===== src/rtl/fetch_sequencer.sv =====
// Instruction-fetch sequencer: steps PC, instruction memory and IR through a
// fetch, hands the IR to the control unit and arbitrates PC redirects.
module fetch_sequencer #(
  parameter int unsigned IM_LAT = 1,
  parameter int unsigned CNT_W  = 32
) (
  input  logic             clk,
  input  logic             reset,
  input  logic             run,
  input  logic             ir_ack,
  input  logic             br_req,
  input  logic             jmp_req,
  input  logic             vec_req,
  input  logic             jr_req,
  output logic             PC_ld,
  output logic             PC_inc,
  output logic [1:0]       PC_sel,
  output logic             IM_cs,
  output logic             IM_rd,
  output logic             IR_ld,
  output logic             ir_valid,
  output logic             redir_ack,
  output logic             busy,
  output logic [CNT_W-1:0] fetch_cnt
);

  localparam int unsigned LAT_W = 4;

  typedef enum logic [2:0] {
    S_IDLE  = 3'd0,
    S_FETCH = 3'd1,
    S_WAIT  = 3'd2,
    S_LATCH = 3'd3,
    S_HOLD  = 3'd4
  } state_e;

  state_e             state_q, state_d;
  logic [LAT_W-1:0]   lat_q, lat_d;
  logic [CNT_W-1:0]   cnt_q, cnt_d;
  logic               redir_any;

  assign redir_any = br_req | jmp_req | vec_req | jr_req;

  // State, latency counter and fetch counter registers.
  always_ff @(posedge clk) begin
    if (reset) begin
      state_q <= S_IDLE;
      lat_q   <= '0;
      cnt_q   <= '0;
    end else begin
      state_q <= state_d;
      lat_q   <= lat_d;
      cnt_q   <= cnt_d;
    end
  end

  // Next-state logic; WAIT leaves once the decremented count reaches zero.
  always_comb begin
    state_d = state_q;
    lat_d   = lat_q;
    cnt_d   = cnt_q;
    unique case (state_q)
      S_IDLE: begin
        if (run) state_d = S_FETCH;
      end
      S_FETCH: begin
        lat_d   = LAT_W'(IM_LAT - 1);
        state_d = (IM_LAT == 1) ? S_LATCH : S_WAIT;
      end
      S_WAIT: begin
        lat_d = lat_q - LAT_W'(1);
        if (lat_q == LAT_W'(1)) state_d = S_LATCH;
      end
      S_LATCH: begin
        cnt_d   = cnt_q + CNT_W'(1);
        state_d = S_HOLD;
      end
      S_HOLD: begin
        if (ir_ack) state_d = run ? S_FETCH : S_IDLE;
      end
      default: state_d = S_IDLE;
    endcase
  end

  // Output decode; redirect strobes are Mealy on ir_ack in HOLD.
  always_comb begin
    PC_ld     = 1'b0;
    PC_inc    = 1'b0;
    PC_sel    = 2'b00;
    IM_cs     = 1'b0;
    IM_rd     = 1'b0;
    IR_ld     = 1'b0;
    ir_valid  = 1'b0;
    redir_ack = 1'b0;
    busy      = 1'b0;
    fetch_cnt = '0;
    if (!reset) begin
      busy      = (state_q != S_IDLE);
      fetch_cnt = cnt_q;
      unique case (state_q)
        S_FETCH, S_WAIT: begin
          IM_cs = 1'b1;
          IM_rd = 1'b1;
        end
        S_LATCH: begin
          IM_cs  = 1'b1;
          IM_rd  = 1'b1;
          IR_ld  = 1'b1;
          PC_inc = 1'b1;
        end
        S_HOLD: begin
          ir_valid = 1'b1;
          if (ir_ack && redir_any) begin
            PC_ld     = 1'b1;
            redir_ack = 1'b1;
            if (vec_req)      PC_sel = 2'b10;
            else if (jr_req)  PC_sel = 2'b11;
            else if (jmp_req) PC_sel = 2'b01;
            else              PC_sel = 2'b00;
          end
        end
        default: ;
      endcase
    end
  end

endmodule


===== config.mk =====
export PLATFORM = sky130hd
export DESIGN_NAME = fetch_sequencer
export DESIGN_NICKNAME = d
export VERILOG_FILES = /design/src/rtl/fetch_sequencer.sv
export SDC_FILE = /design/constraint.sdc
export NUM_CORES = 1
export LEC_CHECK = 0
export CORE_MARGIN = 2
export CORE_UTILIZATION = 54
export DETAILED_ROUTE_END_ITERATION = 8
export PLACE_DENSITY_LB_ADDON = 0.15
export SKIP_LAST_GASP = 1
export SYNTH_ARGS = -nofsm -noshare
export SYNTH_HDL_FRONTEND = slang
export SYNTH_SLANG_ARGS = --single-unit

===== constraint.sdc =====
create_clock -name clk -period 3.3 [get_ports clk]
set_clock_uncertainty 0.1 [all_clocks]
set_input_delay 0.66 -clock clk [delete_from_list [all_inputs] [get_ports clk]]
set_output_delay 0.66 -clock clk [all_outputs]
set_load 0.005 [all_outputs]

==> flow_summary.json <==
{
  "status": "complete, no violations",
  "synth_flop_cell": "dfxtp_1",
  "clkTransAtPathRegs_ps": 80,
  "cp_num_buf_inv": 1,
  "share_seq_of_total_power_pct": 48.1,
  "total_power_mw": 1.064,
  "n_antenna_cell": 0,
  "ir_drop_mv": 0.2451,
  "cell_internal_pwr_mw": 0.7860,
  "areaGrowthSynthToFinish_pct": 26.13,
  "hpwl_um": 3336,
  "dieArea_um2": 4728,
  "fmax_mhz": 350.7,
  "ys_ff_latch": 39,
  "h-tree-depth": 2,
  "cts_setup_buffers": 0,
  "io_pins": 50,
  "via_per_inst": 5.511,
  "maxCapViolCount": 0,
  "clk_root_buffer_cell": "clkbuf_8",
  "layout_min_cycle_time_ps": 2852,
  "cp-start-kind": "flop",
  "swShare_pct": 26.13,
  "routedWlPerCell_um": 12.96,
  "dp_cells": 362,
  "synth_edf_count": 0,
  "cts_tree": "built",
  "start_util_pct": 56.21,
  "hp-class": "reg2reg",
  "synthDistinctLibCells": 44,
  "syn_inst": 279,
  "critical_path_peak_fanout": 17,
  "timing.hold.ws_ps": 387.3,
  "stdcell_count": 370,
  "setup_tns_ps": 0,
  "max_slew_margin_pct": 63.77,
  "grtUsageTotal_pct": 22.54,
  "cts_hold_buffers": 0,
  "endpoint_kind": "output port",
  "die-height_um": 68.76,
  "post_cts_resized": 0,
  "seq_area_frac_synth_pct": 34.48,
  "antenna_found_initial": 0,
  "cp_slowest_cell": "clkdlybuf4s50_1",
  "fin_crit_sh_pct": 86.41,
  "first_pass_iters": 4,
  "drcViolationCount": 0,
  "synthesis.nets": 290,
  "tightestPinTransition_ps": 542.6,
  "arrival_ps": 2090,
  "synthTopCellsByArea": "dfxtp_1 (34%), nor2b_1 (8.3%), nor2_1 (6.5%), mux2_2 (5.5%), nor3_1 (4.4%)",
  "mappedNetlistArea_um2": 2265,
  "drive_gt1_share_pct": 8.438,
  "cts.path.max_buffers": 2,
  "p_per_area_nw_per_um2": 372.5,
  "synth_commonest_cells": "dfxtp_1 (39), nor2_1 (39), nor2b_1 (30), nor3_1 (20), nand2_1 (17)",
  "ys_warn_count": 0,
  "async_reset_ff_share_pct": 0,
  "synth_area_per_cell_um2": 8.117,
  "grt_pass1_vias": 1828,
  "crit_required_ps": 2540,
  "num_rows": 23,
  "cts_sinks": 39,
  "hold_viol": 0,
  "first_iter_violations": 175,
  "power.share.clock_pct": 38.0,
  "drt-total-wl_um": 4794,
  "rsz0062_at_grt": "false",
  "vias": 2039,
  "synth_top_area_cell": "dfxtp_1",
  "cts_buffers": 5,
  "clock_latency_ps": 300,
  "cpPeakStageDelay_ps": 530,
  "final_nets": 330,
  "yosysTopAreaCellShare_pct": 34.48,
  "gp_congestion": 0.8022,
  "core_um2": 4029,
  "p_leak_nw": 1.009,
  "grt_max_degree": 74,
  "port_buffers": 49,
  "criticalPathCategory": "reg2out",
  "drv_slew": 0,
  "setup_viol": 0,
  "ant_nets": 0,
  "grt_pass1_wl_um": 8059,
  "gr-total-overflow": 0,
  "p_sw_mw": 0.2781,
  "die_w_um": 68.76,
  "path_cells": "nor4b_1 -> nand2_1 -> nor3_1 -> clkdlybuf4s50_1",
  "comb_power_share_pct": 13.9,
  "path_delay_family": "simple AND/OR/NAND/NOR gates"
}
## per-stage QoR
step           instance area (µm²)  utilization [%]  setup WS (ps)
2_1_floorplan                 2265                -          838.0
5_1_grt                       2856            70.90          304.9
3_5_place_dp                  2744            68.11          530.3
4_1_cts                       2856            70.90          450.6
3_3_place_gp                  2744            68.11          535.5
6_report                      2856            70.90          448.4
## placed cells by master (no fill, tap or decap), drive strengths merged, types with 8 or more instances in the layout
cell           count
clkdlybuf4s50     48
nor2              39
dfxtp             39
nor2b             30
nor3              20
nand2             17
mux2              14
a21oi             12
nand3              9
nand4              9
o21ai              8
xnor2              8
## tightest hold or removal path, delay by kind of cell (launching register included)
kind            cells  cell delay [ps]
compound gates      2              130
flops               1              320
## layer usage
layer | up-vias | track usage, % | share of wire [%]
li1 | 1047 | - | -
met2 | 58 | 37.86 | 46
met1 | 929 | 27.78 | 47
met3 | 5 | 6.494 | 5.7
met5 | - | 0 | 0
met4 | 0 | 7.108 | 1.3
## kinds of logic after synthesis
family,count (synthesis),synth area share [%]
AOI/OAI and AO/OA,28,7.514
xor gates and xnor gates,13,5.028
adders and majority gates,3,1.658
buffers and inverters,26,5.746
DFF,39,34.48
muxes,14,6.961
and+or+nand+nor,156,38.62
## final timing paths
path | start | endpoint | slack, ps | cells past startpoint
worst min register to register | lat_q[3]$_SDFFE_PP0P_ | lat_q[3]$_SDFFE_PP0P_ | 390 | 2
worst max-delay path | state_q[0]$_SDFFE_PP0P_ | PC_sel[0] | 450 | 4
worst max register to register | state_q[0]$_SDFFE_PP0P_ | cnt_q[27]$_SDFFE_PP0P_ | 920 | 4
worst min-delay path | lat_q[3]$_SDFFE_PP0P_ | lat_q[3]$_SDFFE_PP0P_ | 390 | 2
## power groups by stage
stage	Combinational (mW)	Clock (mW)	Sequential [mW]
6_report	0.148	0.405	0.512
3_5_place_dp	0.147	0	0.522
2_1_floorplan	0.112	0	0.511
4_1_cts	0.148	0.410	0.511
3_3_place_gp	0.144	0	0.521
5_1_grt	0.165	0.433	0.516
## layout make-up
cell class	instances	area, µm²
Clock buffer	5	68.82
Fill cell	345	1172
Inverter	7	26.28
Sequential cell	39	780.7
Clock inverter	3	43.79
Tap cell	50	62.56
Timing Repair Buffer	52	520.5
Multi-Input combinational cell	214	1354
## flip-flops by register name (all words and copies together), names as in the netlist
register,cells
state_q,3
cnt_q,32
lat_q,4
Power figures use the tool's default switching activity.
